--- config.mk ---
export PLATFORM = sky130hd
export DESIGN_NAME = fifo_prog_thresh
export DESIGN_NICKNAME = d
export VERILOG_FILES = /design/src/rtl/fifo_prog_thresh.sv
export SDC_FILE = /design/constraint.sdc
export NUM_CORES = 1
export LEC_CHECK = 0
export ABC_AREA = 1
export CORE_ASPECT_RATIO = 0.6
export CORE_MARGIN = 3
export CORE_UTILIZATION = 40
export DETAILED_ROUTE_END_ITERATION = 8
export HOLD_SLACK_MARGIN = 0.06
export PLACE_DENSITY = 0.64
export SYNTH_ARGS = -nofsm -noshare
export SYNTH_HDL_FRONTEND = slang
export SYNTH_SLANG_ARGS = --single-unit
--- constraint.sdc ---
create_clock -name clk -period 2.9 [get_ports clk]
set_input_delay 0.725 -clock clk [delete_from_list [all_inputs] [get_ports clk]]
set_output_delay 0.725 -clock clk [all_outputs]
set_load 0.005 [all_outputs]
--- src/rtl/fifo_prog_thresh.sv ---
// Parameterised synchronous FIFO with programmable almost-full/almost-empty thresholds,
// occupancy count, pop-valid strobe and sticky overflow/underflow flags.
module fifo_prog_thresh #(
   parameter  int DATA_SIZE = 8,
   parameter  int MAIN_SIZE = 4,
   localparam int ADDR_W    = $clog2(MAIN_SIZE)
) (
   input  logic                 clk,
   input  logic                 reset,
   input  logic                 write,
   input  logic                 read,
   input  logic [DATA_SIZE-1:0] data_in_push,
   input  logic [ADDR_W:0]      af_thresh,
   input  logic [ADDR_W:0]      ae_thresh,
   input  logic                 err_clr,
   output logic [DATA_SIZE-1:0] data_out_pop,
   output logic                 pop_valid,
   output logic [ADDR_W:0]      fifo_count,
   output logic                 fifo_full,
   output logic                 fifo_empty,
   output logic                 almost_full,
   output logic                 almost_empty,
   output logic                 fifo_error,
   output logic                 overflow_err,
   output logic                 underflow_err
);

   localparam logic [ADDR_W:0]   FULL_CNT = (ADDR_W+1)'(MAIN_SIZE);
   localparam logic [ADDR_W:0]   ZERO_CNT = {(ADDR_W+1){1'b0}};
   localparam logic [ADDR_W:0]   ONE_CNT  = (ADDR_W+1)'(1);
   localparam logic [ADDR_W-1:0] ONE_PTR  = ADDR_W'(1);

   logic [DATA_SIZE-1:0] mem_r [MAIN_SIZE];
   logic [ADDR_W-1:0]    wr_ptr_r;
   logic [ADDR_W-1:0]    rd_ptr_r;
   logic [ADDR_W:0]      count_r;
   logic [DATA_SIZE-1:0] dout_r;
   logic                 pop_valid_r;
   logic                 ovf_r;
   logic                 unf_r;

   logic full_s;
   logic empty_s;
   logic rd_acc_s;
   logic wr_acc_s;
   logic wr_rej_s;
   logic rd_rej_s;

   // Accept/reject decode; a pop on a full FIFO frees the slot the same cycle.
   always_comb begin
      full_s   = (count_r == FULL_CNT);
      empty_s  = (count_r == ZERO_CNT);
      rd_acc_s = read && !empty_s;
      wr_acc_s = write && (!full_s || rd_acc_s);
      wr_rej_s = write && !wr_acc_s;
      rd_rej_s = read && !rd_acc_s;
   end

   // Status flags are forced to their idle values while reset is asserted.
   assign fifo_full    = reset && full_s;
   assign fifo_empty   = !reset || empty_s;
   assign almost_full  = reset && (count_r >= af_thresh) && !full_s;
   assign almost_empty = reset && !empty_s && (count_r <= ae_thresh);
   assign fifo_error   = reset && (wr_rej_s || rd_rej_s);

   assign data_out_pop  = dout_r;
   assign pop_valid     = pop_valid_r;
   assign fifo_count    = count_r;
   assign overflow_err  = ovf_r;
   assign underflow_err = unf_r;

   // Storage array; intentionally not reset.
   always_ff @(posedge clk) begin
      if (wr_acc_s) begin
         mem_r[wr_ptr_r] <= data_in_push;
      end
   end

   // Pointers, occupancy, pop data and sticky error flags.
   always_ff @(posedge clk or negedge reset) begin
      if (!reset) begin
         wr_ptr_r    <= {ADDR_W{1'b0}};
         rd_ptr_r    <= {ADDR_W{1'b0}};
         count_r     <= ZERO_CNT;
         dout_r      <= {DATA_SIZE{1'b0}};
         pop_valid_r <= 1'b0;
         ovf_r       <= 1'b0;
         unf_r       <= 1'b0;
      end else begin
         if (wr_acc_s) begin
            wr_ptr_r <= wr_ptr_r + ONE_PTR;
         end else begin
            wr_ptr_r <= wr_ptr_r;
         end

         if (rd_acc_s) begin
            rd_ptr_r    <= rd_ptr_r + ONE_PTR;
            dout_r      <= mem_r[rd_ptr_r];
            pop_valid_r <= 1'b1;
         end else begin
            rd_ptr_r    <= rd_ptr_r;
            dout_r      <= dout_r;
            pop_valid_r <= 1'b0;
         end

         case ({wr_acc_s, rd_acc_s})
            2'b10:   count_r <= count_r + ONE_CNT;
            2'b01:   count_r <= count_r - ONE_CNT;
            default: count_r <= count_r;
         endcase

         // A new error of the same type wins over a coincident clear.
         if (wr_rej_s) begin
            ovf_r <= 1'b1;
         end else if (err_clr) begin
            ovf_r <= 1'b0;
         end else begin
            ovf_r <= ovf_r;
         end

         if (rd_rej_s) begin
            unf_r <= 1'b1;
         end else if (err_clr) begin
            unf_r <= 1'b0;
         end else begin
            unf_r <= unf_r;
         end
      end
   end

endmodule

After elaboration in Yosys (flattened, before gate mapping)
Memory sizes are Yosys's and may differ from the RTL's. A register that Yosys moved wholly into a read port is not among the register bits.
Index checks and enable logic that the tools add are counted.
W data, S select, Z words.
{ "word_totals": {"ff_bits": 10, "ramBits": 32, "in_bits": 19, "out_inout_bits": 19, "wordCells": 46, "mem_count": 1} }
{ "mem_list": {"columns": ["name", "words", "width", "read_ports", "rd_clocked_by_memory_dff", "write_ports", "line", "rtl"], "rows": [
  ["mem_r", 4, 8, 1, 1, 1, "33", "logic [DATA_SIZE-1:0] mem_r [MAIN_SIZE];"]
]} }
{ "op_classes": {"n_addsub": 4, "order_cmp": 2, "n_eq_ne": 3, "mux": 7, "n_reduce_logical": 23} }
{ "ops": {"columns": ["op", "n"], "rows": [
  ["$logic_and A1 B1 Y1", 10],
  ["$logic_not A1 Y1", 6],
  ["$mux W1", 6],
  ["$pmux W3 S2", 1],
  ["$reduce_bool A2 Y1", 3],
  ["$add A2 B1 Y2 const B", 2],
  ["$add A3 B1 Y3 const B", 1],
  ["$eq A3 B3 Y1 const B", 1],
  ["$ge A3 B3 Y1", 1],
  ["$le A3 B3 Y1", 1],
  ["$logic_not A3 Y1", 1],
  ["$logic_or A1 B1 Y1", 3],
  ["$sub A3 B1 Y3 const B", 1],
  ["$eq A2 B1 Y1 const B", 1],
  ["$eq A2 B2 Y1 const B", 1]
]} }

Depth between registers and ports, before layout
{ "depth": {"word_depth": 9, "depth_mapped": 9, "depth_no_buf": 9} }

Worst setup path after synthesis
No wires, ideal clock.
{ "synth_timing": {"kind": "input port to output port", "from": "input ae_thresh[2]", "to": "output almost_empty", "arrival_ns": 1.389, "t_required_ns": 2.175, "setup_slack_ns": 0.786, "path_stages": 5, "path_buffers": 0, "cell_sequence": "inv_1 ha_1 a21oi_1 o21ai_0 a21oi_1"} }
{ "synth_between": {"elab_chain_cells": 2} }
{ "synth_rtl": {"columns": ["item", "line", "rtl"], "rows": [
  ["from (decl)", "14", "input logic [ADDR_W:0] ae_thresh,"],
  ["$le A3 B3 Y1", "63", "assign almost_empty = reset && !empty_s && (count_r <= ae_thresh);"],
  ["$logic_and A1 B1 Y1", "63", null],
  ["to (decl)", "22", "output logic almost_empty,"]
]} }
No other way between the ends.

Final worst setup path
{ "layout_timing": {"from": "input write", "to": "output fifo_error"} }
{ "layout_between": {"elab_chain_cells": 5} }
{ "layout_rtl": {"columns": ["item", "line", "rtl"], "rows": [
  ["from (decl)", "10", "input logic write,"],
  ["$logic_and A1 B1 Y1", "54", "wr_acc_s = write && (!full_s || rd_acc_s);"],
  ["$logic_not A1 Y1", "55", "wr_rej_s = write && !wr_acc_s;"],
  ["$logic_and A1 B1 Y1 *", "55", null],
  ["$logic_or A1 B1 Y1 *", "64", "assign fifo_error = reset && (wr_rej_s || rd_rej_s);"],
  ["$logic_and A1 B1 Y1 *", "64", null],
  ["to (decl)", "23", "output logic fifo_error,"]
]} }
Mark *: on every way between the ends. The rest lies on a longest branch, timed or not.

==> impl_metrics.json <==
{
  "vdd_ir_drop_max_mv": 0.3707,
  "rsz0062_at_grt": "no",
  "n_antenna_cell": 0,
  "fmax_mhz": 357.7,
  "grt_pass1_wl_um": 7500,
  "final_hold_viol_count": 0,
  "ios": 38,
  "drc": 0,
  "wl_per_cell_um": 14.51,
  "crit_type": "primary input to output port",
  "met2_usage_pct": 20.63,
  "max_cap_violations": 0,
  "tightestPinTransition_ps": 611.8,
  "clk_latency_ps": 290,
  "die_h_um": 63.72,
  "hold_path.class": "flip-flop to flip-flop",
  "fin_total_pwr_mw": 2.733,
  "numCtsBuffers": 5,
  "core-area_sq_um": 5205,
  "via_count": 1521,
  "postSynthCellCount": 200,
  "place_ws_ps": -206.8,
  "p_comb_share_pct": 37.4,
  "ant_nets": 0,
  "antenna_found_initial": 0,
  "dp_hpwl_um": 3200,
  "whs_ps": 533.1,
  "synth_top_cell_by_area": "edfxtp_1",
  "synthFlopType": "edfxtp_1",
  "rows": 20,
  "yosys_warnings": 0,
  "io_buffers": 37,
  "slew_violations": 0,
  "period_share_pct": 96.39,
  "ys_ff_latch": 50,
  "skew_ps": 4.573,
  "cts_setup_buffers": 0,
  "initial_core_util_pct": 42.67,
  "drt-initial-drc-count": 65,
  "power_frac_clock_pct": 20.5,
  "leakagePower_nw": 1.163,
  "yosysUniqueCellTypes": 26,
  "top_usage_layer": "met1",
  "first_pass_iters": 4,
  "setup_viol": 0,
  "cts.clk_slew.worst_paths_ps": 90,
  "synth.most_common_cell": "nor2_1",
  "viasPerCell": 4.813,
  "synth_top_area_share_pct": 43.27,
  "synth_edf_count": 32,
  "period_minus_slack_ps": 2795,
  "status": "complete, no violations",
  "synth_common_cells": "nor2_1, edfxtp_1, inv_1, o21ai_0, dfrtp_1",
  "cts_tree": "yes",
  "synth_area_leaders": "edfxtp_1, dfrtp_1, nor2_1",
  "die_x_um": 102.2,
  "first_global_vias": 1392,
  "die_area_sq_um": 6511,
  "met3_usage_pct": 4.646,
  "pwr-share-seq_pct": 42.1,
  "fin_ws_ps": 104.7,
  "synth.avg_cell_area_sq_um": 11.10,
  "worstPathArrival_ps": 2070,
  "grt_max_degree": 19,
  "clockBufferDepth": 2,
  "required_ps": 2170,
  "gr-usage-all-layers_pct": 15.22,
  "p_int_mw": 1.804,
  "cp-start-kind": "primary input",
  "p_switching_mw": 0.9291,
  "powerDensity_nw_per_um2": 956.3,
  "drive_above_1_share_pct": 11.60,
  "cts_hold_buf": 0,
  "globalplace.congestion": 0.8006,
  "cts.sinks": 50,
  "critPathCaptureType": "output port",
  "grt_overflow": 0,
  "met1_usage_pct": 23.42,
  "wl_um": 4586,
  "critical_path.max_fanout": 2,
  "synth-async-reset-ratio_pct": 36.00,
  "area_delta_synth_final_pct": 28.68,
  "root_buffer": "clkbuf_8",
  "h-tree-depth": 2,
  "swShare_pct": 34.00,
  "maxSlewHeadroom_pct": 59.21,
  "ys_seq_area_share_pct": 63.55,
  "synthesis.nets": 230,
  "synth_area_sq_um": 2221,
  "final_nets": 279
}
critical path, cell delays in order:
cell	delay, ps
clkdlybuf4s50_1	480
nand4_1	160
a21oi_1	180
clkdlybuf4s50_1	520
logic make-up (layout without fill, tap and decap cells):
family | count (synthesis) | after routing | share of synthesized area, %
and+or+nand+nor | 72 | 72 | 14.08
DFF | 50 | 50 | 63.55
AOI/OAI and AO/OA | 35 | 35 | 8.958
buffers and inverters | 29 | 79 | 5.691
adders and majority gates | 11 | 11 | 6.535
xor gates and xnor gates | 3 | 3 | 1.183
worst paths after layout:
path / from / to / slack [ps] / depth (start not counted)
setup / recovery: write / fifo_error / 100 / 4
hold / removal: underflow_err / underflow_err / 530 / 2
setup reg to reg: fifo_count[2] / fifo_count[2] / 1140 / 9
hold reg to reg: underflow_err / underflow_err / 530 / 2
max in group asynchronous: reset / data_out_pop[5] / 1850 / 2
min in group asynchronous: reset / fifo_count[1] / 900 / 2
registers in the layout, indices dropped and copies added, names as in the netlist:
| signal | flops |
|---|---|
| underflow_err | 1 |
| overflow_err | 1 |
| fifo_count | 3 |
| pop_valid | 1 |
| data_out_pop | 8 |
| wr_ptr_r | 2 |
| rd_ptr_r | 2 |
| mem_r | 32 |
layout make-up:
| class | count | area [sq um] |
|---|---|---|
| fillers | 443 | 2347 |
| flip-flops and latches | 50 | 1411 |
| multi-input cells | 121 | 699.4 |
| repair buffers | 47 | 439.2 |
| inverters | 24 | 92.59 |
| well taps | 66 | 82.58 |
| clock buffers | 5 | 68.82 |
| clock inverters | 3 | 63.81 |
power groups by stage:
stage | logic [mW] | clock network (mW) | registers [mW]
2_1_floorplan | 0.641 | 0 | 1.09
3_3_place_gp | 0.999 | 0 | 1.16
3_5_place_dp | 1.02 | 0 | 1.17
4_1_cts | 1.01 | 0.575 | 1.15
5_1_grt | 1.17 | 0.610 | 1.18
6_report | 1.02 | 0.561 | 1.15
layout by cell type (no fill, tap or decap):
master	instances
o21ai_0	19
dfrtp_1	18
clkbuf_8	5
a21oi_2	1
clkinv_1	1
nand3_2	1
ha_4	1
inv_2	2
nand2_2	2
bufinv_16	2
edfxtp_1	32
clkdlybuf4s50_1	34
nand2_4	1
o211ai_1	1
inv_1	21
a31oi_1	8
o21ai_4	1
inv_4	1
clkbuf_2	1
xor2_1	3
dlygate4sd2_1	1
ha_1	9
nor2_4	1
fa_1	1
clkdlybuf4s15_1	1
nand4_1	3
nand3_1	7
o21ai_1	1
nand2_1	8
buf_4	10
nor2_1	49
a21oi_1	4
layer usage:
layer  part of all wire [%]  vias up
met2                     44       45
met5                      0        -
met3                    7.2        2
met1                     49      698
met4                   0.33        0
li1                       -      776
through the flow:
step / utilization, % / instance area [sq um] / TNS [ps] / instances
after floorplan: - / 2221 / 0 / 200
after global placement: 52.16 / 2715 / -370.5 / 308
after detailed placement: 52.16 / 2715 / -402.7 / 308
after CTS: 54.64 / 2844 / 0 / 316
after global routing: 54.90 / 2858 / 0 / 316
final: 54.90 / 2858 / 0 / 316
repair_timing:
| action | in CTS | in global routing |
|---|---|---|
| gates resized for setup | 3 | 5 |
| pin swaps | 0 | 1 |
| endpoints found under the setup margin | 3 | 2 |
(Power assumes the default switching activity.)
